<file path="src/rtl/scope_rle_pkg.sv">
// Shared encoding definitions for the scope run-length front end.
// The scope decompression software and the bench decode words with these same values.
package scope_rle_pkg;

    // Value of the flag bit (bit DW of each output word).
    typedef enum logic {
        KIND_RAW = 1'b0,
        KIND_RUN = 1'b1
    } word_kind_e;

    // Which word, if any, the current accepted sample produces.
    typedef enum logic [1:0] {
        EMIT_NONE,
        EMIT_RAW,
        EMIT_RUN_COUNT,
        EMIT_RUN_MAX
    } emit_sel_e;

endpackage

</file>
<file path="src/rtl/scope_rle.sv">
// Run-length compression front end for wbscope: raw word per segment plus run-count words.
// Outputs are registered and feed the scope's i_ce / i_trigger / i_data directly.
module scope_rle
    import scope_rle_pkg::*;
#(
    parameter int             DW     = 31,
    // Largest count one run word carries; must be at least 2.
    parameter logic [DW-1:0]  MAXRUN = {DW{1'b1}}
) (
    input  logic          i_clk,
    input  logic          i_rst_n,
    input  logic          i_ce,
    input  logic          i_trigger,
    input  logic [DW-1:0] i_data,
    output logic          o_ce,
    output logic          o_trigger,
    output logic [DW:0]   o_data
);

    localparam int FLAG_BIT = DW;

    logic [DW-1:0] r_prev;
    logic          r_pend;
    logic          r_ptrig;
    logic [DW-1:0] r_count;
    logic          r_primed;

    logic          new_seg;
    logic [DW:0]   count_inc;
    logic          at_max;
    emit_sel_e     emit_sel;
    logic [DW:0]   emit_word;
    logic          emit_trig;

    // NOTE: every always_comb output gets a default first, so no path can infer a latch.
    always_comb begin
        new_seg   = !r_primed || (i_data != r_prev) || i_trigger;
        count_inc = {1'b0, r_count} + {{DW{1'b0}}, 1'b1};
        at_max    = (count_inc == {1'b0, MAXRUN});
        emit_sel  = EMIT_NONE;

        if (i_ce) begin
            if (r_pend)
                emit_sel = EMIT_RAW;
            else if (new_seg && (r_count != '0))
                emit_sel = EMIT_RUN_COUNT;
            else if (!new_seg && at_max)
                emit_sel = EMIT_RUN_MAX;
        end
    end

    always_comb begin
        emit_word = '0;
        emit_trig = 1'b0;
        unique case (emit_sel)
            EMIT_RAW: begin
                emit_word = {KIND_RAW, r_prev};
                emit_trig = r_ptrig;
            end
            EMIT_RUN_COUNT: emit_word = {KIND_RUN, r_count};
            EMIT_RUN_MAX:   emit_word = {KIND_RUN, MAXRUN};
            default:        emit_word = '0;
        endcase
    end

    // Segment tracking. A triggering sample always opens a fresh segment so its
    // raw word carries the trigger and is never hidden inside a run count.
    // NOTE: sequential state uses non-blocking assignments so every register samples pre-edge values.
    always_ff @(posedge i_clk or negedge i_rst_n) begin
        if (!i_rst_n) begin
            r_prev   <= '0;
            r_pend   <= 1'b0;
            r_ptrig  <= 1'b0;
            r_count  <= '0;
            r_primed <= 1'b0;
        end else if (i_ce) begin
            r_primed <= 1'b1;
            if (new_seg) begin
                r_prev  <= i_data;
                r_pend  <= 1'b1;
                r_ptrig <= i_trigger;
                r_count <= '0;
            end else begin
                // The pending raw word went out this cycle via EMIT_RAW.
                r_pend  <= 1'b0;
                r_ptrig <= 1'b0;
                r_count <= at_max ? '0 : count_inc[DW-1:0];
            end
        end
    end

    // Registered output stage; one word at most per accepted sample.
    always_ff @(posedge i_clk or negedge i_rst_n) begin
        if (!i_rst_n) begin
            o_ce      <= 1'b0;
            o_trigger <= 1'b0;
            o_data    <= '0;
        end else begin
            o_ce      <= (emit_sel != EMIT_NONE);
            o_trigger <= emit_trig;
            if (emit_sel != EMIT_NONE)
                o_data <= emit_word;
        end
    end

    // Flag bit position is fixed by the encoding; kept named for readers of the decode side.
    logic unused_flag_pos;
    assign unused_flag_pos = emit_word[FLAG_BIT];

endmodule

</file>
<file path="config.mk">
export PLATFORM = sky130hd
export DESIGN_NAME = scope_rle
export DESIGN_NICKNAME = d
export VERILOG_FILES = /design/src/rtl/scope_rle_pkg.sv /design/src/rtl/scope_rle.sv
export SDC_FILE = /design/constraint.sdc
export NUM_CORES = 1
export LEC_CHECK = 0
export BUFFER_PORTS_ARGS = -buffer_cell sky130_fd_sc_hd__buf_2
export CORE_UTILIZATION = 40
export CTS_BUF_LIST = sky130_fd_sc_hd__clkbuf_8 sky130_fd_sc_hd__clkbuf_16
export CTS_CLUSTER_SIZE = 8
export DETAILED_ROUTE_END_ITERATION = 10
export SETUP_SLACK_MARGIN = 0.05
export SLEW_MARGIN = 20
export SYNTH_ARGS = -nofsm -noshare
export SYNTH_HDL_FRONTEND = slang
export SYNTH_SLANG_ARGS = --single-unit
</file>
<file path="constraint.sdc">
create_clock -name i_clk -period 3.5 [get_ports i_clk]
set_input_delay 0.175 -clock i_clk [delete_from_list [all_inputs] [get_ports i_clk]]
set_output_delay 0.175 -clock i_clk [all_outputs]
set_load 0.05 [all_outputs]
</file>
; ---- After elaboration in Yosys (flattened, before gate mapping)
; Index checks and enable logic that the tools add are counted.
[word_totals]
reg_bits = 99
inputBits = 35
output_inout_bits = 34
word_cells = 33
[classes]
n_addsub = 1
n_eq_ne = 5
mux = 10
n_reduce_logical = 9
[ops]
columns = op, n
row1 = $pmux W32 S3, 1
row2 = $mux W31, 2
row3 = $add A31 B1 Y32 const B, 1
row4 = $eq A32 B31 Y1 const B, 1
row5 = $ne A31 B31 Y1, 1
row6 = $reduce_bool A31 Y1, 1
row7 = $mux W2, 4
row8 = $eq A2 B2 Y1 const B, 2
row9 = $mux W1, 3
row10 = $eq A2 B1 Y1 const B, 1
row11 = $logic_and A1 B1 Y1, 2
row12 = $logic_not A1 Y1, 2
row13 = $logic_or A1 B1 Y1, 2
row14 = $reduce_and A2 Y1, 1
row15 = $reduce_bool A2 Y1, 1

; ---- Longest topological paths before layout
[logic_depth]
word_depth = 11
depth_mapped = 11
depth_no_buf = 9

; ---- Worst setup path after synthesis
; OpenSTA, ideal clock, no wires.
[synth_timing]
path_type = reg2reg
start = reg r_count[1]
end = reg r_count[19]
setup_time_ns = 0.136
arrival_ns = 2.853
required_ns = 3.364
slack_ns = 0.511
path_stages_with_launch = 11
path_buffers = 2
path_cell_list = dfrtp_1 ha_1 nand3_2 or4_1 buf_2 or4_4 a21oi_1 or4b_4 buf_6 o2111ai_1 o211ai_1
[synth_via]
elab_chain_cells = 4
[synth_rtl]
columns = element, line
row1 = "start, declared", scope_rle.sv:25  ; logic [DW-1:0] r_count;
row2 = "start signal, assigned", scope_rle.sv:87  ; r_count <= at_max ? '0 : count_inc[DW-1:0];
row3 = $add A31 B1 Y32 (*), scope_rle.sv:38  ; count_inc = {1'b0, r_count} + {{DW{1'b0}}, 1'b1};
row4 = $eq A32 B31 Y1, scope_rle.sv:39  ; at_max = (count_inc == {1'b0, MAXRUN});
row5 = $mux W31 (*), scope_rle.sv:87
row6 = $mux W31 (*), scope_rle.sv:78  ; if (new_seg) begin
; Mark *: on every way between the ends. The rest lies on a longest branch, timed or not.
; A chain may end at the register's enable or synchronous reset.

; ---- Worst setup path in the final report
[layout_timing]
start = reg r_count[12]
end = reg r_count[27]
; Same word-level chain as after synthesis.

==> qor.yml <==
layout:
  seq_area_um2: 2480
  area_growth_pct: 14.9
  drive_above_1_share_pct: 32.0
  layout_common_cells: "99 x dfrtp_1, 67 x buf_2, 41 x xnor2_1"
  antenna_cells: 0
  fin_area_um2: 6570
  utilization_pct: 47.2
  layout_commonest_cell: "dfrtp_1"
  fillCellCount: 1268
  multi_input_area_um2: 2940
  nets: 649
die:
  chipHeight_um: 122
  start_util_pct: 41.0
  ios: 69
  fp.coreArea_um2: 13900
  die_x_um: 122
  design.die.area_um2: 14800
  rows: 43
logic_synthesis:
  ys.flop_type: "dfrtp_1"
  syn_area_um2: 5720
  ys_types: 66
  ys_warn_count: 0
  syn_avg_cell_area_um2: 10.4
  synth_cells: 549
  async_reset_ff_share_pct: 100
  ys_seq_area_share_pct: 43.3
  ys_ff_latch: 99
  synth_nets: 587
  synth_edf_count: 0
timing:
  max_freq_mhz: 301
  worst_pin_slew_ps: 1060
  finalClockSkew_ps: 11.9
  setup_viol: 0
  fin_tns_setup_ps: 0
  slew_viol_final: 0
  rsz0062_at_grt: "false"
  slew_headroom_pct: 29.5
  fin_crit_sh_pct: 94.9
  min_period_ps: 3320
  finalHoldViolCount: 0
power:
  power_density_nw_per_um2: 422
  vdd_drop_max_v: 0.000261
  power_w: 0.00278
  p_leak_nw: 2.60
routing:
  drtIter0Drc: 382
  wire_per_inst_um: 21.1
  num_vias: 4872
  drcViolationCount: 0
  wl_um: 16800
  ant_nets: 0
  drt_pass1_iterations: 5
  vias_per_cell: 6.12
placement:
  portBuffers: 68
  place_congestion: 0.956
  dpl.hpwl_um: 12400
  place_area_um2: 6260
hold_path:
  min_path_cells: 2
  hold_class: "in -> reg"
  hold_path_end: "r_prev[4]"
  hold_start: "i_data[4]"
worst_setup_path:
  critPathKind: "reg -> reg"
  worst_ep_required_time_ps: 3710
  r2r_slack_ps: 180
  timing.rr.start: "r_count[12]"
  critPathArrivalTime_ps: 3530
  endpoint_kind: "flip-flop"
  reg2reg_to: "r_count[27]"
  reg2reg_depth: 7
  critPathLaunchType: "flip-flop"
  crit_fanout: 13
  max_stage_delay_ps: 660
  cp_cell_sequence: "nand4_1 > or4_1 > or4_4 > a21oi_1 > or4b_4 > o21ai_4 > o221ai_1"
  cp_slowest_cell: "or4_1"
clock_network:
  postCtsSetupBuffers: 0
  worstSkewPairLatency_ps: 360
  clockBufferDepth: 2
  clockRootBuffer: "clkbuf_16"
  numCtsBuffers: 9
  clkTransAtPathRegs_ps: 80
  clock_sinks: 99
  cts_tree: "done"
  htreeDepth: 3
global_routing:
  grt_pass1_wl_um: 26700
  grt_pass1_vias: 4779
  antenna_found_initial: 0
  grt_util_all_layers_pct: 24.1
  grt_max_degree: 61
  overflow: 0
run_status:
  outcome: "complete, no violations"
job:
  drv_cap: 0
-- synthesized netlist by cell type (17+ instances only) --
library cell / n / area (µm²)
clkbuf_1: 29 / 109
dfrtp_1: 99 / 2480
mux2_2: 32 / 360
nand2_1: 20 / 75.1
nand4_1: 32 / 200
nor2_1: 22 / 82.6
nor3_1: 17 / 85.1
o221a_1: 30 / 338
or2_2: 32 / 200
xnor2_1: 41 / 359
-- registers in the layout, summed over array words and instances, names as in the netlist --
name	flops
r_pend	1
o_ce	1
r_prev	31
r_primed	1
o_data	32
o_trigger	1
r_ptrig	1
r_count	31
-- logic make-up after synthesis --
kind of cell	synth area share (%)
multiplexers	6.48
XOR/XNOR	6.89
AND/OR/NAND/NOR	20.6
flip-flops	43.3
AO/OA/AOI/OAI	16.2
adder cells (fa/ha/maj)	0.656
buffers and inverters	5.84
-- worst max-delay path, delay by kind of cell, from the launching register on --
family          cells  cell delay, ps
simple gates        4            1890
compound gates      3             740
flops               1             530
-- metal layers --
metal,track usage (%),part of all wire [%]
met3,4.78,7.1
met5,0,0
met2,37.3,46
met4,10.0,3.0
met1,33.0,44
-- power breakdown --
part | total (W) | internal (W) | switching (W)
logic | 0.000512 | 0.000179 | 0.000333
clock network | 0.000970 | 0.000494 | 0.000476
registers | 0.00129 | 0.00123 | 0.0000682
total | 0.00278 | 0.00190 | 0.000877
-- final cells by class --
type                    instances  share of cell area, %
well taps                     180                   3.43
multi-input cells             384                   44.7
clock inverters                 7                  0.876
flip-flops and latches         99                   37.7
inverters                      17                  0.971
repair buffers                100                   8.91
clock buffers                   9                   3.43
-- through the flow --
step / setup slack [ps] / cells / hold WS, ps
after detailed placement: 234 / 778 / 306
after global placement: 313 / 778 / 297
after CTS: 230 / 795 / 55.5
after global routing: 61.8 / 796 / 61.7
after floorplan: 511 / 549 / -121
final: 178 / 796 / 66.1
-- repair_timing --
item,in CTS,in global routing
hold buffers,1,0
endpoints found under the hold margin,58,0
setup endpoints to repair,0,18
resized for setup,0,1
-- how the worst max path moves through the flow --
stage	startpoint	endpoint	slack, ps	depth (start not counted)
after floorplan	r_count[1]	r_count[19]	510	10
after global placement	r_count[3]	o_data[1]	310	7
after detailed placement	r_count[2]	o_data[27]	230	7
after CTS	r_count[3]	o_data[27]	230	7
after global routing	r_count[12]	r_count[2]	60	7
final	r_count[12]	r_count[27]	180	7
Power figures use the tool's default switching activity.
